===== config.mk =====
export PLATFORM = sky130hd
export DESIGN_NAME = seven_segment_scanner
export DESIGN_NICKNAME = d
export VERILOG_FILES = /design/src/rtl/seven_segment_scanner.sv
export SDC_FILE = /design/constraint.sdc
export NUM_CORES = 1
export LEC_CHECK = 0
export CAP_MARGIN = 25
export CORE_MARGIN = 10
export CORE_UTILIZATION = 32
export CTS_CLUSTER_SIZE = 20
export DETAILED_ROUTE_END_ITERATION = 7
export SKIP_CTS_REPAIR_TIMING = 1
export SLEW_MARGIN = 0
export SYNTH_ARGS = -nofsm -noshare
export SYNTH_HDL_FRONTEND = slang
export SYNTH_SLANG_ARGS = --single-unit

===== constraint.sdc =====
create_clock -name clk_in -period 9.33 [get_ports clk_in]
set_clock_uncertainty 0.2 [all_clocks]
set_input_delay 1.3995 -clock clk_in [delete_from_list [all_inputs] [get_ports clk_in]]
set_output_delay 1.3995 -clock clk_in [all_outputs]
set_load 0.01 [all_outputs]

===== src/rtl/seven_segment_scanner.sv =====
// Multiplexed common-anode seven-segment driver with a double-buffered frame load,
// per-digit dp/blank/blink, leading-zero suppression and PWM brightness.
module seven_segment_scanner #(
    parameter int NUM_DIGITS   = 8,
    parameter int COUNT_PERIOD = 100000,
    parameter int BLINK_FRAMES = 64,
    parameter int BRIGHT_BITS  = 4
) (
    input  logic                    clk_in,
    input  logic                    rst_in,
    input  logic [4*NUM_DIGITS-1:0] val_in,
    input  logic [NUM_DIGITS-1:0]   dp_in,
    input  logic [NUM_DIGITS-1:0]   blank_in,
    input  logic [NUM_DIGITS-1:0]   blink_in,
    input  logic                    lz_en_in,
    input  logic [BRIGHT_BITS-1:0]  bright_in,
    input  logic                    load_in,
    output logic                    pending_out,
    output logic                    frame_start_out,
    output logic [6:0]              cat_out,
    output logic                    dp_out,
    output logic [NUM_DIGITS-1:0]   an_out
);

    localparam int SLOT_W = $clog2(COUNT_PERIOD + 1);
    localparam int DIG_W  = (NUM_DIGITS > 1) ? $clog2(NUM_DIGITS) : 1;
    localparam int FRM_W  = (BLINK_FRAMES > 1) ? $clog2(BLINK_FRAMES) : 1;

    localparam logic [SLOT_W-1:0] SLOT_MAX = SLOT_W'(COUNT_PERIOD);
    localparam logic [DIG_W-1:0]  DIG_MAX  = DIG_W'(NUM_DIGITS - 1);
    localparam logic [FRM_W-1:0]  FRM_MAX  = FRM_W'(BLINK_FRAMES - 1);

    typedef struct packed {
        logic [4*NUM_DIGITS-1:0] val;
        logic [NUM_DIGITS-1:0]   dp;
        logic [NUM_DIGITS-1:0]   blank;
        logic [NUM_DIGITS-1:0]   blink;
        logic                    lz_en;
        logic [BRIGHT_BITS-1:0]  bright;
    } cfg_t;

    function automatic logic [6:0] seg_decode(input logic [3:0] nib);
        logic [6:0] seg;
        case (nib)
            4'h0: seg = 7'h3F;
            4'h1: seg = 7'h06;
            4'h2: seg = 7'h5B;
            4'h3: seg = 7'h4F;
            4'h4: seg = 7'h66;
            4'h5: seg = 7'h6D;
            4'h6: seg = 7'h7D;
            4'h7: seg = 7'h07;
            4'h8: seg = 7'h7F;
            4'h9: seg = 7'h6F;
            4'hA: seg = 7'h77;
            4'hB: seg = 7'h7C;
            4'hC: seg = 7'h39;
            4'hD: seg = 7'h5E;
            4'hE: seg = 7'h79;
            default: seg = 7'h71;
        endcase
        return seg;
    endfunction

    logic [SLOT_W-1:0]      slot_q, slot_d;
    logic [DIG_W-1:0]       digit_q, digit_d;
    logic [FRM_W-1:0]       frame_q, frame_d;
    logic                   phase_q, phase_d;
    logic [BRIGHT_BITS-1:0] pwm_q, pwm_d;
    cfg_t                   pend_q, pend_d;
    cfg_t                   act_q, act_d;
    logic                   pending_q, pending_d;
    logic                   seen_q, seen_d;
    logic [NUM_DIGITS-1:0]  an_q, an_d;
    logic [6:0]             cat_q, cat_d;
    logic                   dp_q, dp_d;
    logic                   fs_q, fs_d;

    logic                   boundary;
    logic                   zero_run;
    logic [NUM_DIGITS-1:0]  supp;
    logic [NUM_DIGITS-1:0]  an_sel;
    logic [3:0]             cur_nib;
    logic                   cur_dp, cur_blank, cur_blink, cur_supp;
    logic                   gate, lit;

    // Digit k is suppressed when it and every digit above it hold zero.
    always_comb begin
        zero_run = 1'b1;
        supp     = '0;
        for (int k = NUM_DIGITS - 1; k >= 1; k--) begin
            zero_run = zero_run & (act_q.val[4*k +: 4] == 4'h0);
            supp[k]  = act_q.lz_en & zero_run;
        end
    end

    always_comb begin
        boundary  = (slot_q == SLOT_MAX) && (digit_q == DIG_MAX);

        slot_d    = slot_q + 1'b1;
        digit_d   = digit_q;
        frame_d   = frame_q;
        phase_d   = phase_q;
        pwm_d     = pwm_q + 1'b1;
        pend_d    = pend_q;
        act_d     = act_q;
        pending_d = pending_q;
        seen_d    = seen_q | boundary;

        if (slot_q == SLOT_MAX) begin
            slot_d  = '0;
            digit_d = (digit_q == DIG_MAX) ? '0 : digit_q + 1'b1;
        end

        if (boundary) begin
            if (frame_q == FRM_MAX) begin
                frame_d = '0;
                phase_d = ~phase_q;
            end else begin
                frame_d = frame_q + 1'b1;
            end
        end

        // A load in the boundary cycle still hands the older pending set over first.
        if (boundary && pending_q) begin
            act_d     = pend_q;
            pending_d = 1'b0;
        end
        if (load_in) begin
            pend_d.val    = val_in;
            pend_d.dp     = dp_in;
            pend_d.blank  = blank_in;
            pend_d.blink  = blink_in;
            pend_d.lz_en  = lz_en_in;
            pend_d.bright = bright_in;
            pending_d     = 1'b1;
        end

        cur_nib   = 4'h0;
        cur_dp    = 1'b0;
        cur_blank = 1'b1;
        cur_blink = 1'b0;
        cur_supp  = 1'b0;
        an_sel    = '1;
        for (int k = 0; k < NUM_DIGITS; k++) begin
            if (digit_q == DIG_W'(k)) begin
                cur_nib   = act_q.val[4*k +: 4];
                cur_dp    = act_q.dp[k];
                cur_blank = act_q.blank[k];
                cur_blink = act_q.blink[k];
                cur_supp  = supp[k];
                an_sel[k] = 1'b0;
            end
        end

        gate = (pwm_q <= act_q.bright);
        lit  = !cur_blank && !(cur_blink && phase_q) && gate;

        an_d  = lit ? an_sel : '1;
        cat_d = (lit && !cur_supp) ? ~seg_decode(cur_nib) : 7'h7F;
        dp_d  = !(lit && cur_dp);
        fs_d  = seen_q && (slot_q == '0) && (digit_q == '0);
    end

    always_ff @(posedge clk_in) begin
        if (rst_in) begin
            slot_q       <= '0;
            digit_q      <= '0;
            frame_q      <= '0;
            phase_q      <= 1'b0;
            pwm_q        <= '0;
            pend_q       <= '0;
            act_q        <= '0;
            act_q.blank  <= '1;
            act_q.bright <= '1;
            pending_q    <= 1'b0;
            seen_q       <= 1'b0;
            an_q         <= '1;
            cat_q        <= 7'h7F;
            dp_q         <= 1'b1;
            fs_q         <= 1'b0;
        end else begin
            slot_q    <= slot_d;
            digit_q   <= digit_d;
            frame_q   <= frame_d;
            phase_q   <= phase_d;
            pwm_q     <= pwm_d;
            pend_q    <= pend_d;
            act_q     <= act_d;
            pending_q <= pending_d;
            seen_q    <= seen_d;
            an_q      <= an_d;
            cat_q     <= cat_d;
            dp_q      <= dp_d;
            fs_q      <= fs_d;
        end
    end

    assign pending_out     = pending_q;
    assign frame_start_out = fs_q;
    assign cat_out         = cat_q;
    assign dp_out          = dp_q;
    assign an_out          = an_q;

endmodule


==> flow_summary.ini, run 1 <==
[synthesis]
synthCells = 836
synth_edf_count = 0
synthTopCellsByArea = dfxtp_1 47%, mux2i_1 8.8%, nand2_1 7.6%
ys_types = 61
avgSynthCellArea_um2 = 8.68
synth.top_cell.area_share_pct = 47.5
synth_area_leader_cell = dfxtp_1
syn_area_um2 = 7250
synth_most_common_cell = dfxtp_1
ys.warnings.count = 0
synthFlopType = dfxtp_1
async_reset_ff_share_pct = 0
yosys_register_bits = 172
syn-num-nets = 920
seq_area_frac_synth_pct = 47.5
synthTopCellsByCount = 172 x dfxtp_1, 147 x nand2_1, 110 x nor2_1

[sta]
tightest_slew_ns = 0.911
setup_viol = 0
tns_ns = 0
slew_headroom_pct = 39.3
max_freq_mhz = 248
final-hold-violation-count = 0
final.period_utilization_pct = 43.2
finalCriticalPeriod_ns = 4.03
slew_violations = 0
rsz0062_at_grt = false

[drt]
avgRoutedWirePerCell_um = 14.4
firstDrtPassIters = 4
vias = 5710
drt_iter0_markers = 462
drc = 0
ant_nets = 0
routed_wl_mm = 17.0
vias_per_cell = 4.82

[placement]
post-dp-hpwl_mm = 11.9
io_buffers = 81
place.gp.congestion = 0.899

[setup_path]
critical_path_class = flip-flop to flip-flop
max_stage_delay_ns = 0.81
cp_max_fo = 21
cp.arrival_ns = 4.17
r2r_end = cat_out[1]$_SDFF_PP1_
start_kind = flip-flop
reg2regPathDepth = 11
cp_slowest_cell = dfxtp_1
worstPathRequired_ns = 9.47
endpoint_kind = flip-flop
rr_startpoint = digit_q[2]$_SDFFE_PP0N_
crit_chain = inv_1 -> ha_1 -> or2_4 -> a221o_1 -> a32oi_1 -> o21ai_0 -> inv_1 -> ha_1 -> and3_1 -> a211o_1 -> o311ai_2
rrSetupSlack_ns = 5.30

[cts]
cts_made_buffers = 17
clkSinkCount = 172
cts.htree.levels = 4
clock_tree.buffer_depth = 2
cts_tree = yes
cts_root_buf = clkbuf_16
clock_insertion_delay_worst_skew_ns = 0.43
clkSlewWorstSetupHoldPaths_ns = 0.07

[min_path]
worstHoldPathCells = 2
worstHoldEndpoint = act_q[34]$_SDFFE_PP0P_
hp-class = flip-flop to flip-flop
min_from = pend_q[34]$_SDFFE_PP0P_

[finish]
diodes = 0
area_growth_pct = 20.9
fin_nets = 972
drive_above_1_share_pct = 5.56
fill_cells = 2239

[floorplanning]
ioPinCount = 82
dieArea_um2 = 29100
core_area_um2 = 22500
chipHeight_um = 171
die_width_um = 171
initial_core_util_pct = 32.2
rows = 55

[power_and_ir_drop]
p_total_w = 0.00150
powerDensity_nw_per_um2 = 171
p_leak_nw = 3.32
ir_drop_mv = 0.0904

[grt]
grt_max_degree = 106
grt_pass1_wl_mm = 27.8
grt_usage_pct = 11.8
antenna_found_initial = 0
grt_pass1_vias = 5480
grt_overflow_total = 0

[flow_run]
drv_cap = 0

[run_status]
status = finished, final reports clean
-- critical path, delay by kind of cell, from the launching register on --
family / cells / cell delay (ns)
compound gates: 5 / 1.06
fa+ha+maj: 2 / 0.76
buf+inv: 2 / 0.61
flops: 1 / 0.81
simple gates: 2 / 0.49
-- worst max-delay path by stage --
| stage | start | endpoint |
|---|---|---|
| floorplan | digit_q[2]$_SDFFE_PP0N_ | cat_out[1]$_SDFF_PP1_ |
| global placement | digit_q[2]$_SDFFE_PP0N_ | act_q[1]$_SDFFE_PP1P_ |
| detailed placement | digit_q[2]$_SDFFE_PP0N_ | act_q[1]$_SDFFE_PP1P_ |
| CTS | digit_q[2]$_SDFFE_PP0N_ | act_q[1]$_SDFFE_PP1P_ |
| global route | digit_q[2]$_SDFFE_PP0N_ | act_q[1]$_SDFFE_PP1P_ |
| finish | digit_q[2]$_SDFFE_PP0N_ | cat_out[1]$_SDFF_PP1_ |
-- cell type report --
class | instances | area [um2] | share of cell area (%)
timing repair buffer | 86 | 876 | 9.99
sequential | 172 | 3440 | 39.3
clock buffer | 17 | 425 | 4.85
clock inverter | 14 | 111 | 1.27
inverter | 24 | 90.1 | 1.03
tap | 285 | 357 | 4.07
multi-input combinational | 587 | 3460 | 39.5
-- placed cells by master, fill, tap and decap left out, types with 13 or more instances in the layout --
master	synthesis	final
a21oi_1	76	76
clkbuf_16	0	17
clkdlybuf4s50_1	0	79
dfxtp_1	172	172
ha_1	20	20
inv_1	22	22
mux2i_1	64	64
nand2_1	147	147
nand3_1	17	17
nand3b_1	14	14
nor2_1	110	110
o21ai_0	18	18
xor2_1	13	13
-- where the power goes --
group          switching (W)  internal (W)
clock network       0.000308      0.000344
registers          0.0000116      0.000752
logic              0.0000336     0.0000458
-- stage by stage --
stage / instance area (um2) / setup slack, ns / cells / hold WS (ns) / utilization, %
3_5_place_dp: 8180 / 5.39 / 1152 / 0.247 / 36.4
2_1_floorplan: 7250 / 6.40 / 836 / 0.230 / -
5_1_grt: 8770 / 5.03 / 1185 / 0.270 / 39.0
4_1_cts: 8720 / 5.35 / 1183 / 0.256 / 38.7
6_report: 8770 / 5.30 / 1185 / 0.252 / 39.0
3_3_place_gp: 8180 / 5.54 / 1152 / 0.243 / 36.4
-- flip-flops by register name (all words and copies together), names as in the netlist --
| name | count |
|---|---|
| frame_start_out | 1 |
| an_out | 8 |
| act_q | 61 |
| dp_out | 1 |
| frame_q | 6 |
| seen_q | 1 |
| pending_out | 1 |
| phase_q | 1 |
| cat_out | 7 |
| slot_q | 17 |
| digit_q | 3 |
| pwm_q | 4 |
| pend_q | 61 |
-- cell families after synthesis --
| group | count (synthesis) | synth area share (%) |
|---|---|---|
| adders and majority gates | 20 | 3.45 |
| AOI/OAI and AO/OA | 139 | 11.9 |
| buffers and inverters | 77 | 4.78 |
| DFF | 172 | 47.5 |
| xor gates and xnor gates | 21 | 2.54 |
| and+or+nand+nor | 343 | 21.0 |
| muxes | 64 | 8.83 |
-- routing by layer --
layer	GRT usage (%)	wire length, um
met5	0	0
met2	17.9	7660
met4	4.54	295
met1	15.7	8310
met3	2.97	751
Note: power is estimated with default switching activity, not from simulation.
==> run 2: changes to the inputs <==
clock period = 3.5 ns   (was 9.33 ns; I/O delays follow)
==> run 2 against run 1 <==
  * Clock power increased to 2.9 times the previous value
  * Critical endpoint is now cat_out[3]$_SDFF_PP1_
  * Critical path depth did not move
  * Register-to-register slack lost 5.0 ns
  * Largest power group unchanged
  * Cell count rose by 0.34%
  * Final area rose by 1.3%
  * Global-route usage rose by 0.24 points
  * Largest cell class unchanged
==> flow_summary.ini, run 2 (synthesized netlist as in run 1, its figures left out) <==
[drt]
avgRoutedWirePerCell_um = 14.5
vias_per_cell = 4.77
drt_iter0_markers = 355
ant_nets = 0
vias = 5666
routed_wl_mm = 17.2
drc = 0
firstDrtPassIters = 4

[floorplanning]
dieArea_um2 = 29100
die_width_um = 171
chipHeight_um = 171
ioPinCount = 82
initial_core_util_pct = 32.2
rows = 55
core_area_um2 = 22500

[finish]
fin_nets = 979
final_common_cell = dfxtp_1
area_growth_pct = 22.4
instances_no_fill = 1189
drive_above_1_share_pct = 5.75
final_cell_mix = 172 x dfxtp_1, 147 x nand2_1, 110 x nor2_1
diodes = 0
top_regs = act_q (61), pend_q (61), slot_q (17)

[power_and_ir_drop]
ir_drop_mv = 0.287
combPwrFrac_pct = 5.1
power_frac_seq_pct = 49.1
p_int_w = 0.00327
powerDensity_nw_per_um2 = 467
p_switching_w = 0.000875
p_total_w = 0.00414
clkPwrFrac_pct = 45.8
p_sw_share_pct = 21.1
p_leak_nw = 3.38

[sta]
tns_ns = 0
final.period_utilization_pct = 91.2
finalCriticalPeriod_ns = 3.19
slew_violations = 0
final-hold-violation-count = 0
max_freq_mhz = 313
rsz0062_at_grt = false
setup_viol = 0
tightest_slew_ns = 0.664
slew_headroom_pct = 55.7

[run_status]
status = finished, final reports clean

[flow_run]
drv_cap = 0

[cts]
clkSinkCount = 172
clock_insertion_delay_worst_skew_ns = 0.43
clock_tree.buffer_depth = 2
cts_made_buffers = 17
cts_root_buf = clkbuf_16
cts.htree.levels = 4
cts_tree = yes
clkSlewWorstSetupHoldPaths_ns = 0.07

[grt]
antenna_found_initial = 0
grt_max_degree = 120
grt_pass1_vias = 5538
grt_overflow_total = 0
grt_usage_pct = 12.0
grt_pass1_wl_mm = 28.2

[setup_path]
start_kind = flip-flop
worstPathRequired_ns = 3.60
endpoint_kind = flip-flop
cp.arrival_ns = 3.29
rrSetupSlack_ns = 0.31
critical_path_class = flip-flop to flip-flop
cp_max_fo = 11

[placement]
place.gp.congestion = 0.880
io_buffers = 81
dp.cells = 1161
post-dp-hpwl_mm = 12.2

[min_path]
hp-class = primary input to flip-flop
-- run 2: changes by cell type in the layout (fill, tap and decap cells not counted) --
| cell | change |
|---|---|
| buf_16 | -1 |
| bufinv_16 | +3 |
| buf_12 | +3 |
| clkbuf_1 | +2 |
| clkinv_2 | -1 |
| clkbuf_8 | +2 |
| inv_6 | -6 |
| buf_4 | +5 |
| clkinv_4 | -3 |
-- run 2: layout make-up --
type / count / area [um2]
multi-input combinational: 587 / 3460
tap: 285 / 357
clock buffer: 21 / 460
fill: 2264 / 13600
sequential: 172 / 3440
timing repair buffer: 93 / 946
clock inverter: 7 / 118
inverter: 24 / 90.1
-- run 2: through the flow --
| stage | util [%] | cell area, um2 | setup WS [ns] | hold WS [ns] |
|---|---|---|---|---|
| 6_report | 39.5 | 8880 | 0.308 | 0.251 |
| 5_1_grt | 39.5 | 8880 | 0.0681 | 0.251 |
| 4_1_cts | 39.5 | 8880 | 0.346 | 0.243 |
| 3_5_place_dp | 36.9 | 8300 | 0.356 | 0.249 |
| 3_3_place_gp | 36.9 | 8300 | 0.517 | 0.245 |
| 2_1_floorplan | - | 7250 | 0.572 | 0.230 |
-- run 2: path summary, 6_finish.rpt --
kind	startpoint	endpoint	cells after the start
setup / recovery	digit_q[0]$_SDFFE_PP0N_	cat_out[3]$_SDFF_PP1_	11
hold reg to reg	pend_q[56]$_SDFFE_PP0P_	act_q[56]$_SDFFE_PP0P_	2
setup reg to reg	digit_q[0]$_SDFFE_PP0N_	cat_out[3]$_SDFF_PP1_	11
hold / removal	rst_in	digit_q[2]$_SDFFE_PP0N_	2
-- run 2: power by group through the flow --
stage	clock, W	combinational [W]	sequential [W]
2_1_floorplan	0	0.000117	0.00207
3_3_place_gp	0	0.000212	0.00208
3_5_place_dp	0	0.000214	0.00208
4_1_cts	0.00194	0.000216	0.00204
5_1_grt	0.00202	0.000235	0.00204
6_report	0.00190	0.000212	0.00204
-- run 2: worst max-delay path: stages (launching register included) --
cell      delay (ns)
dfxtp_1         0.35
inv_1           0.09
ha_1            0.42
inv_1           0.16
o21ai_0         0.19
a32oi_1         0.07
o21ai_0         0.53
inv_1           0.21
ha_1            0.33
and3_1          0.17
a211oi_1        0.21
o21ai_0         0.13
-- run 2: metal layers --
layer	up-vias	routed length, um	part of all wire [%]	track usage (%)
li1	2957	-	-	-
met1	2591	8470	49	15.7
met2	100	7710	45	18.8
met3	18	774	4.5	3.02
met4	0	231	1.3	4.20
met5	-	0	0	0
==> run 3: changes to the inputs <==
CAP_MARGIN = default   (was 25)
PLACE_DENSITY_LB_ADDON = 0.2   (was default)
RECOVER_POWER = 100   (was default)
==> run 3 against run 2 <==
  * The run now ends with capacitance limit, slew limit left
  * First-iteration DRC count up 3.4%
  * Sequential power about the same
  * Register-to-register slack improved by 0.07 ns
  * Combinational power is essentially flat
  * Clock power about the same
  * Setup slack better by 0.069 ns
  * Largest power group unchanged
==> flow_summary.ini, run 3 (synthesized netlist as in run 1, its figures left out) <==
[run_status]
status = finished, violations left
violations = capacitance limit, slew limit

[cts]
cts_made_buffers = 17
clkSlewWorstSetupHoldPaths_ns = 0.07
cts.htree.levels = 4
clock_insertion_delay_worst_skew_ns = 0.43
clock_tree.buffer_depth = 2
cts_root_buf = clkbuf_16
cts_tree = yes
clkSinkCount = 172

[sta]
tns_ns = 0
slew_violations = 152
finalCriticalPeriod_ns = 3.12
max_freq_mhz = 320
setup_viol = 0
slew_headroom_pct = -43.3
final.period_utilization_pct = 89.2
tightest_slew_ns = 2.15
final-hold-violation-count = 0
rsz0062_at_grt = false

[power_and_ir_drop]
p_switching_w = 0.000946
p_sw_share_pct = 23.0
clkPwrFrac_pct = 45.4
p_leak_nw = 3.33
ir_drop_mv = 0.249
power_frac_seq_pct = 49.5
p_int_w = 0.00317
combPwrFrac_pct = 5.1
powerDensity_nw_per_um2 = 466

[grt]
grt_pass1_wl_mm = 29.3
grt_overflow_total = 0
grt_usage_pct = 12.5
antenna_found_initial = 0
grt_pass1_vias = 5704
grt_max_degree = 89

[drt]
routed_wl_mm = 17.7
vias_per_cell = 4.82
firstDrtPassIters = 5
drt_iter0_markers = 367
avgRoutedWirePerCell_um = 14.8
drc = 0
ant_nets = 0
vias = 5759

[min_path]
hp-class = flip-flop to flip-flop
min_from = pend_q[12]$_SDFFE_PP0P_

[placement]
place.gp.congestion = 0.844
dp.cells = 1164
post-dp-hpwl_mm = 12.5
io_buffers = 81

[finish]
final_cell_mix = 172 x dfxtp_1, 147 x nand2_1, 110 x nor2_1
top_regs = act_q (61), pend_q (61), slot_q (17)
final_common_cell = dfxtp_1
area_growth_pct = 21.6
instances_no_fill = 1196
fin_nets = 982
diodes = 0
fin_util_pct = 39.2
drive_above_1_share_pct = 5.60

[floorplanning]
dieArea_um2 = 29100
chipHeight_um = 171
core_area_um2 = 22500
initial_core_util_pct = 32.2
ioPinCount = 82
die_width_um = 171
rows = 55

[setup_path]
cp_max_fo = 10
cp.arrival_ns = 3.20
start_kind = flip-flop
worstPathRequired_ns = 3.58
rr_startpoint = digit_q[0]$_SDFFE_PP0N_
critical_path_class = flip-flop to flip-flop
cp-startpoint = digit_q[0]$_SDFFE_PP0N_
endpoint_kind = flip-flop

[flow_run]
drv_cap = 2
run 3: path summary, 6_finish.rpt:
| check | endpoint | slack (ns) | cells after the start |
|---|---|---|---|
| worst max-delay path | cat_out[0]$_SDFF_PP1_ | 0.38 | 8 |
| worst min-delay path | act_q[12]$_SDFFE_PP0P_ | 0.25 | 2 |
| worst max register to register | cat_out[0]$_SDFF_PP1_ | 0.38 | 8 |
| worst min register to register | act_q[12]$_SDFFE_PP0P_ | 0.25 | 2 |
run 3: area by class of cell:
| class | instances | area, um2 |
|---|---|---|
| Clock buffer | 20 | 457 |
| Clock inverter | 12 | 128 |
| Fill cell | 2312 | 13700 |
| Inverter | 24 | 90.1 |
| Multi-Input combinational cell | 587 | 3440 |
| Sequential cell | 172 | 3440 |
| Tap cell | 285 | 357 |
| Timing Repair Buffer | 96 | 910 |
run 3: power by group through the flow:
stage	Combinational, W	Clock, W	Sequential (W)
6_report	0.000211	0.00187	0.00203
2_1_floorplan	0.000117	0	0.00207
5_1_grt	0.000235	0.00200	0.00204
3_5_place_dp	0.000212	0	0.00208
4_1_cts	0.000213	0.00192	0.00204
3_3_place_gp	0.000210	0	0.00208
run 3: layer usage:
layer	global-route usage, %	part of all wire [%]
met4	3.47	1.1
met3	3.66	4.3
met5	0	0
met1	16.6	50
met2	19.2	45
run 3: worst max-delay path, stage by stage, from the launching register on:
cell and delay (ns):
dfxtp_1 0.40, ha_1 0.38, buf_4 0.25, inv_2 0.09, o311ai_0 0.54, a311o_1 0.34, and2_0 0.46, xnor2_1 0.17
o2111ai_1 0.13
run 3: metrics by stage:
stage / power [W] / cell area (um2) / setup slack (ns) / hold WS [ns]
2_1_floorplan: 0.00219 / 7250 / 0.572 / 0.230
3_3_place_gp: 0.00229 / 8290 / 0.467 / 0.242
3_5_place_dp: 0.00229 / 8290 / 0.405 / 0.246
4_1_cts: 0.00417 / 8870 / 0.376 / 0.220
5_1_grt: 0.00428 / 8820 / 0.0300 / 0.270
6_report: 0.00411 / 8820 / 0.377 / 0.249
